`src/rtl/vga_timing_pkg.sv`:
```
// vga_timing_pkg: 640x480@60 timing constants, pattern mode encodings and colour-bar table.
// Contents:
//   H_*/V_*        porch, sync and visible widths plus derived totals and sync start/end
//   SQ_*           bouncing-square size, travel limits and colours
//   mode_e         pattern select encodings
//   BAR_RGB        eight colour-bar colours, index 0 is the leftmost bar
package vga_timing_pkg;
  localparam int H_VISIBLE    = 640;
  localparam int H_FP         = 16;
  localparam int H_SYNC       = 96;
  localparam int H_BP         = 48;
  localparam int H_TOTAL      = H_VISIBLE + H_FP + H_SYNC + H_BP;
  localparam int H_SYNC_START = H_VISIBLE + H_FP;
  localparam int H_SYNC_END   = H_SYNC_START + H_SYNC - 1;
  localparam int V_VISIBLE    = 480;
  localparam int V_FP         = 10;
  localparam int V_SYNC       = 2;
  localparam int V_BP         = 33;
  localparam int V_TOTAL      = V_VISIBLE + V_FP + V_SYNC + V_BP;
  localparam int V_SYNC_START = V_VISIBLE + V_FP;
  localparam int V_SYNC_END   = V_SYNC_START + V_SYNC - 1;
  localparam int SQ_SIZE      = 32;
  localparam int SQ_X_MAX     = H_VISIBLE - SQ_SIZE;
  localparam int SQ_Y_MAX     = V_VISIBLE - SQ_SIZE;
  localparam int BAR_W        = H_VISIBLE / 8;
  localparam logic [11:0] SQ_RGB    = 12'hF00;
  localparam logic [11:0] SQ_BG_RGB = 12'h00F;
  typedef enum logic [1:0] {
    MODE_BARS   = 2'd0,
    MODE_CHECK  = 2'd1,
    MODE_SQUARE = 2'd2,
    MODE_SOLID  = 2'd3
  } mode_e;
  // Packed so that BAR_RGB[0] is white and BAR_RGB[7] is black.
  localparam logic [7:0][11:0] BAR_RGB = {
    12'h000, 12'h00F, 12'hF00, 12'hF0F,
    12'h0F0, 12'h0FF, 12'hFF0, 12'hFFF
  };
endpackage

```
`src/rtl/vga_square_mover.sv`:
```
// vga_square_mover: bouncing-square position, advanced one pixel per axis on each step.
// Ports:
//   clk   in   pixel clock
//   rst   in   asynchronous active-low reset -> position (0,0), both directions plus
//   step  in   one-cycle frame pulse that advances the square
//   sq_x  out  square left column, 0..608
//   sq_y  out  square top line, 0..448
import vga_timing_pkg::*;
module vga_square_mover (
  input  logic       clk,
  input  logic       rst,
  input  logic       step,
  output logic [9:0] sq_x,
  output logic [9:0] sq_y
);
  logic [9:0] r_x, r_y;
  logic       r_dir_x, r_dir_y;
  logic [9:0] w_nx, w_ny;
  // Direction bit high means moving toward zero.
  assign w_nx = r_dir_x ? r_x - 10'd1 : r_x + 10'd1;
  assign w_ny = r_dir_y ? r_y - 10'd1 : r_y + 10'd1;
  // Direction flips on the step that lands on a limit, so the limit is shown for one frame.
  always_ff @(posedge clk or negedge rst)
    if (!rst) begin
      r_x     <= '0;
      r_y     <= '0;
      r_dir_x <= 1'b0;
      r_dir_y <= 1'b0;
    end else if (step) begin
      r_x     <= w_nx;
      r_y     <= w_ny;
      r_dir_x <= w_nx == 10'(SQ_X_MAX) ? 1'b1 : w_nx == 10'd0 ? 1'b0 : r_dir_x;
      r_dir_y <= w_ny == 10'(SQ_Y_MAX) ? 1'b1 : w_ny == 10'd0 ? 1'b0 : r_dir_y;
    end
  assign sq_x = r_x;
  assign sq_y = r_y;
endmodule

```
`src/rtl/vga_sync_pattern.sv`:
```
// vga_sync_pattern: two-stage VGA sync decoder and test-pattern generator with aligned registered outputs.
// Ports:
//   clk        in   pixel clock
//   rst        in   asynchronous active-low reset
//   hcnt/vcnt  in   raw horizontal/vertical counts, 0..799 / 0..524
//   mode       in   pattern select, takes effect at the next frame tick
//   solid_rgb  in   colour for the solid pattern
//   hsync      out  horizontal sync, active low
//   vsync      out  vertical sync, active low
//   video_on   out  high inside the 640x480 window
//   pixel_x/y  out  visible coordinates, 0 while blanked
//   rgb        out  pixel colour, 0 while blanked
//   frame_tick out  one-cycle pulse per frame
import vga_timing_pkg::*;
module vga_sync_pattern (
  input  logic        clk,
  input  logic        rst,
  input  logic [9:0]  hcnt,
  input  logic [9:0]  vcnt,
  input  logic [1:0]  mode,
  input  logic [11:0] solid_rgb,
  output logic        hsync,
  output logic        vsync,
  output logic        video_on,
  output logic [9:0]  pixel_x,
  output logic [9:0]  pixel_y,
  output logic [11:0] rgb,
  output logic        frame_tick
);
  logic        w_valid, w_h_act, w_v_act, w_hs, w_vs, w_ft;
  logic [9:0]  r_s1_x, r_s1_y;
  logic        r_s1_h_act, r_s1_v_act, r_s1_hs, r_s1_vs, r_s1_ft;
  mode_e       r_s1_mode, r_mode_q;
  logic [11:0] r_s1_solid;
  logic [9:0]  w_sq_x, w_sq_y;
  logic        w_video_on, w_in_sq;
  logic [2:0]  w_bar;
  logic [11:0] w_rgb;
  // Counts beyond the frame are blanking: syncs stay inactive and no tick is raised.
  assign w_valid = hcnt < 10'(H_TOTAL) && vcnt < 10'(V_TOTAL);
  assign w_h_act = hcnt < 10'(H_VISIBLE);
  assign w_v_act = vcnt < 10'(V_VISIBLE);
  assign w_hs    = w_valid && hcnt >= 10'(H_SYNC_START) && hcnt <= 10'(H_SYNC_END);
  assign w_vs    = w_valid && vcnt >= 10'(V_SYNC_START) && vcnt <= 10'(V_SYNC_END);
  assign w_ft    = hcnt == 10'd0 && vcnt == 10'(V_VISIBLE);
  // Mode and solid colour travel with their count sample so every output comes from one sample.
  always_ff @(posedge clk or negedge rst)
    if (!rst) begin
      r_s1_x     <= '0;
      r_s1_y     <= '0;
      r_s1_h_act <= 1'b0;
      r_s1_v_act <= 1'b0;
      r_s1_hs    <= 1'b0;
      r_s1_vs    <= 1'b0;
      r_s1_ft    <= 1'b0;
      r_s1_mode  <= MODE_BARS;
      r_s1_solid <= '0;
    end else begin
      r_s1_x     <= hcnt;
      r_s1_y     <= vcnt;
      r_s1_h_act <= w_h_act;
      r_s1_v_act <= w_v_act;
      r_s1_hs    <= w_hs;
      r_s1_vs    <= w_vs;
      r_s1_ft    <= w_ft;
      r_s1_mode  <= mode_e'(mode);
      r_s1_solid <= solid_rgb;
    end
  // Position and mode update on the tick edge, during vertical blanking, so a frame never tears.
  vga_square_mover u_mover (
    .clk  (clk),
    .rst  (rst),
    .step (r_s1_ft),
    .sq_x (w_sq_x),
    .sq_y (w_sq_y)
  );
  assign w_video_on = r_s1_h_act & r_s1_v_act;
  assign w_bar      = 3'(r_s1_x / 10'(BAR_W));
  assign w_in_sq    = r_s1_x >= w_sq_x && r_s1_y >= w_sq_y &&
                      {1'b0, r_s1_x} < {1'b0, w_sq_x} + 11'(SQ_SIZE) &&
                      {1'b0, r_s1_y} < {1'b0, w_sq_y} + 11'(SQ_SIZE);
  always_comb
    w_rgb = !w_video_on              ? 12'h000 :
            r_mode_q == MODE_BARS    ? BAR_RGB[w_bar] :
            r_mode_q == MODE_CHECK   ? {12{r_s1_x[5] ^ r_s1_y[5]}} :
            r_mode_q == MODE_SQUARE  ? (w_in_sq ? SQ_RGB : SQ_BG_RGB) :
                                       r_s1_solid;
  always_ff @(posedge clk or negedge rst)
    if (!rst) begin
      hsync      <= 1'b1;
      vsync      <= 1'b1;
      video_on   <= 1'b0;
      pixel_x    <= '0;
      pixel_y    <= '0;
      rgb        <= '0;
      frame_tick <= 1'b0;
      r_mode_q   <= MODE_BARS;
    end else begin
      hsync      <= ~r_s1_hs;
      vsync      <= ~r_s1_vs;
      video_on   <= w_video_on;
      pixel_x    <= w_video_on ? r_s1_x : 10'd0;
      pixel_y    <= w_video_on ? r_s1_y : 10'd0;
      rgb        <= w_rgb;
      frame_tick <= r_s1_ft;
      r_mode_q   <= r_s1_ft ? r_s1_mode : r_mode_q;
    end
endmodule

```
`config.mk`:
```
export PLATFORM = sky130hd
export DESIGN_NAME = vga_sync_pattern
export DESIGN_NICKNAME = d
export VERILOG_FILES = /design/src/rtl/vga_timing_pkg.sv /design/src/rtl/vga_square_mover.sv /design/src/rtl/vga_sync_pattern.sv
export SDC_FILE = /design/constraint.sdc
export NUM_CORES = 1
export LEC_CHECK = 0
export CORE_ASPECT_RATIO = 2
export CORE_MARGIN = 3
export CORE_UTILIZATION = 55
export CTS_CLUSTER_DIAMETER = 120
export CTS_CLUSTER_SIZE = 24
export DETAILED_ROUTE_END_ITERATION = 10
export HOLD_SLACK_MARGIN = 0.15
export PLACE_DENSITY = 0.8
export SYNTH_ARGS = -nofsm -noshare
export SYNTH_HDL_FRONTEND = slang
export SYNTH_SLANG_ARGS = --single-unit
```
`constraint.sdc`:
```
create_clock -name clk -period 2.8 [get_ports clk]
set_input_delay 0.42 -clock clk [delete_from_list [all_inputs] [get_ports clk]]
set_output_delay 0.42 -clock clk [all_outputs]
set_load 0.1 [all_outputs]
```
==> results.toml <==
[run]
maxCapViolCount = 0

[setup_path]
worst_path_dominant_cell_family = "compound AO/OA/AOI/OAI gates"
crit_type = "reg -> reg"
timing.critical_path.arrival_ns = 2.81
cp-start-kind = "flop"
worstReg2RegStart = "u_mover.sq_x[5]$_DFFE_PN0P_"
path_common_cell = "ha_1"
number_of_cells_on_the_worst_reg_to_reg_path = 9
critical-path-max-stage-delay_ns = 0.47
critical_path.reg2reg.endpoint = "rgb[8]$_DFF_PN0_"
worst-path-max-fanout = 8
crit_required_ns = 3.05
critPathSlowestCell = "or4_1"
buffer_and_inverter_count_on_the_worst_path = 0
worst_setup_path_end_kind = "flop"
critical_path.cell_chain = "ha_1, nand3_1, xnor2_1, ha_1, or4_1, a221oi_1, a21oi_1, a211o_1, a31oi_1"
slack_of_the_worst_reg_to_reg_path_ns = 0.24

[power]
power_per_cell_area_nw_per_um2 = 522.1
power_report.internal_total_uw = 2241
static_leakage_power_uw = 0.002909
clock_power_share_pct = 37.3
ir_worst_vdd_uv = 452.5
p_comb_share_pct = 14.7
power_switching_share_pct = 29.37
pwr-share-seq_pct = 48.0
switching_power_uw = 931.8

[cells_and_area]
layout.nets = 638
most_frequent_standard_cell_in_the_layout_excluding_fill_and_tap_cells = "dfrtp_1"
final_cell_mix = "dfrtp_1, ha_1, inv_1"
diodes = 0
area_growth_syn_to_layout_pct = 20.76
post_route_cells_drive_above_1_share_pct = 11.71
fillers = 653
final-seq-area_um2 = 2480
multi_input_combinational_cell_area_um2 = 2354

[global_route]
grt_use_total_pct = 24.34
wire_length_of_the_first_global_routing_pass_um = 19380
grt_overflow = 0
grt_start_max_net_pins = 52
antenna_violations_before_repair = 0
grt_pass1_vias = 4148

[routing]
iteration_0_drc_markers = 272
post-route-drc-count = 0
ant_nets = 0
drt_pass1_iterations = 6
totalWireLength_um = 11610
routed_wire_length_per_instance_um = 17.73
via_count = 3823
viasPerCell = 5.837

[yosys]
syn_area_um2 = 5032
sequential_area_share_after_synthesis_pct = 49.28
yosysWarningCount = 0
cell_count_after_synthesis = 473
post_synth_edffs = 0
post_synth.cell_area_avg_um2 = 10.64
postSynth.topFlopCell = "dfrtp_1"
synth.distinct_cells = 50
synth-async-reset-ratio_pct = 100.0
postSynthRegisterBits = 99
post_synth_net_total = 561

[min_path]
hold_depth = 1
timing.hold.worst_endpoint = "hsync$_DFF_PN1_"
min_delay_worst_type = "reg -> reg"
worstHoldStart = "r_s1_hs$_DFF_PN0_"

[die]
core_region_area_um2 = 8768
start_util_pct = 57.39
chipWidth_um = 73.64
core.rowCount = 48
dieHeight_um = 141.3
die_area_um2 = 10400
boundaryPins = 72

[sta]
rsz0062_at_grt = "false"
achievable-frequency_mhz = 390.2
report.final.slew_viol_count = 0
worst_slew_pin_tran_ns = 0.6362
setup_viol = 0
post-route-period-util_pct = 91.52
finalWorstPathRequiredPeriod_ns = 2.563
final_clock_skew_ns = 0.009477
final-hold-violation-count = 0
fin_ws_ns = 0.2373
tns_ns = 0
fin_hold_ws_ns = 0.3623
slew_headroom_pct = 57.58

[clock_network]
clk_latency_ns = 0.34
max-clock-path-buffers = 2
clock_transition_at_the_registers_of_the_reported_paths_ns = 0.07
cts-resized-gates = 0
post_cts_repair_setup_buffers = 0
cts_root_buf = "clkbuf_16"
clkSinkCount = 99
cts_inserted_buffers = 9
cts.hold.buffers_added = 1
tritoncts = "yes"
clock_tree.htree_level_count = 3

[placement]
place.detailed.hpwl_um = 9026
global_placement_routability_congestion = 0.8985
post-place-ws_ns = 0.2656
place.port_buffers = 71

[outcome]
outcome = "completed"
[flip-flops by register name, summed over array words and instances, names as in the netlist, 2 cells and up]
signal and count:
r_s1_mode 2, u_mover.sq_x 10, pixel_y 10, r_s1_y 10, pixel_x 10, r_s1_x 10, rgb 12, u_mover.sq_y 10
r_s1_solid 12, r_mode_q 2
[area by class of cell]
type                    count  share of cell area (%)
clock inverters             6                  0.8853
multi-input cells         321                   38.73
repair buffers             77                   11.16
clock buffers              10                   3.768
flip-flops and latches     99                   40.81
inverters                  42                   2.594
well taps                 100                   2.059
[worst max-delay path by stage]
stage / start / cells past startpoint / endpoint / slack, ns
global route: u_mover.sq_x[5]$_DFFE_PN0P_ / 9 / rgb[8]$_DFF_PN0_ / 0.07
floorplan: u_mover.sq_x[5]$_DFFE_PN0P_ / 9 / rgb[10]$_DFF_PN0_ / 0.53
detailed placement: u_mover.sq_x[5]$_DFFE_PN0P_ / 9 / rgb[9]$_DFF_PN0_ / 0.27
global placement: u_mover.r_dir_x$_DFFE_PN0P_ / 9 / u_mover.r_dir_x$_DFFE_PN0P_ / 0.35
CTS: u_mover.sq_x[5]$_DFFE_PN0P_ / 9 / rgb[8]$_DFF_PN0_ / 0.23
finish: u_mover.sq_x[5]$_DFFE_PN0P_ / 9 / rgb[8]$_DFF_PN0_ / 0.24
[routing by layer]
| metal | global-route usage (%) | routed length, um | vias to the layer above |
|---|---|---|---|
| met5 | 0 | 0 | - |
| li1 | - | - | 1828 |
| met2 | 43.31 | 6358 | 118 |
| met4 | 10.32 | 412 | 0 |
| met1 | 27.68 | 4368 | 1841 |
| met3 | 4.326 | 472 | 36 |
[metrics by stage]
step	power (uW)	cells	utilization, %	area [um2]
floorplan	1836	473	-	5032
CTS	3192	655	69.31	6077
detailed placement	2017	638	65.97	5784
global placement	2005	638	65.97	5784
finish	3173	655	69.31	6077
global route	3292	655	69.31	6077
[logic make-up after synthesis]
| family | share of synthesized area, % |
|---|---|
| simple gates | 11.74 |
| fa+ha+maj | 13.23 |
| xor+xnor | 5.221 |
| buf+inv | 3.953 |
| mux | 1.641 |
| compound gates | 14.94 |
| flops | 49.28 |
[synth_stat cells (5+ instances only)]
cell type,count,area [um2]
a211oi_1,6,45.04
a21o_1,6,45.04
a21oi_1,29,145.1
and3_1,16,100.1
clkbuf_1,10,37.54
dfrtp_1,97,2427
ha_1,50,625.6
inv_1,42,157.7
mux2i_1,6,60.06
nand2_1,29,108.9
nand2b_1,6,37.54
nand3_1,8,40.04
nor2_1,25,93.84
nor2b_1,5,31.28
nor3_1,8,40.04
nor4_1,6,37.54
o21a_1,10,75.07
o21ai_0,32,160.2
xnor2_1,18,157.7
xor2_1,12,105.1
[power groups by stage]
stage               clock (uW)  combinational, uW  sequential, uW
floorplan                    0               97.0            1740
global placement             0                457            1550
detailed placement           0                469            1550
CTS                       1200                470            1520
global route              1270                497            1530
finish                    1180                467            1520
(Power assumes the default switching activity.)
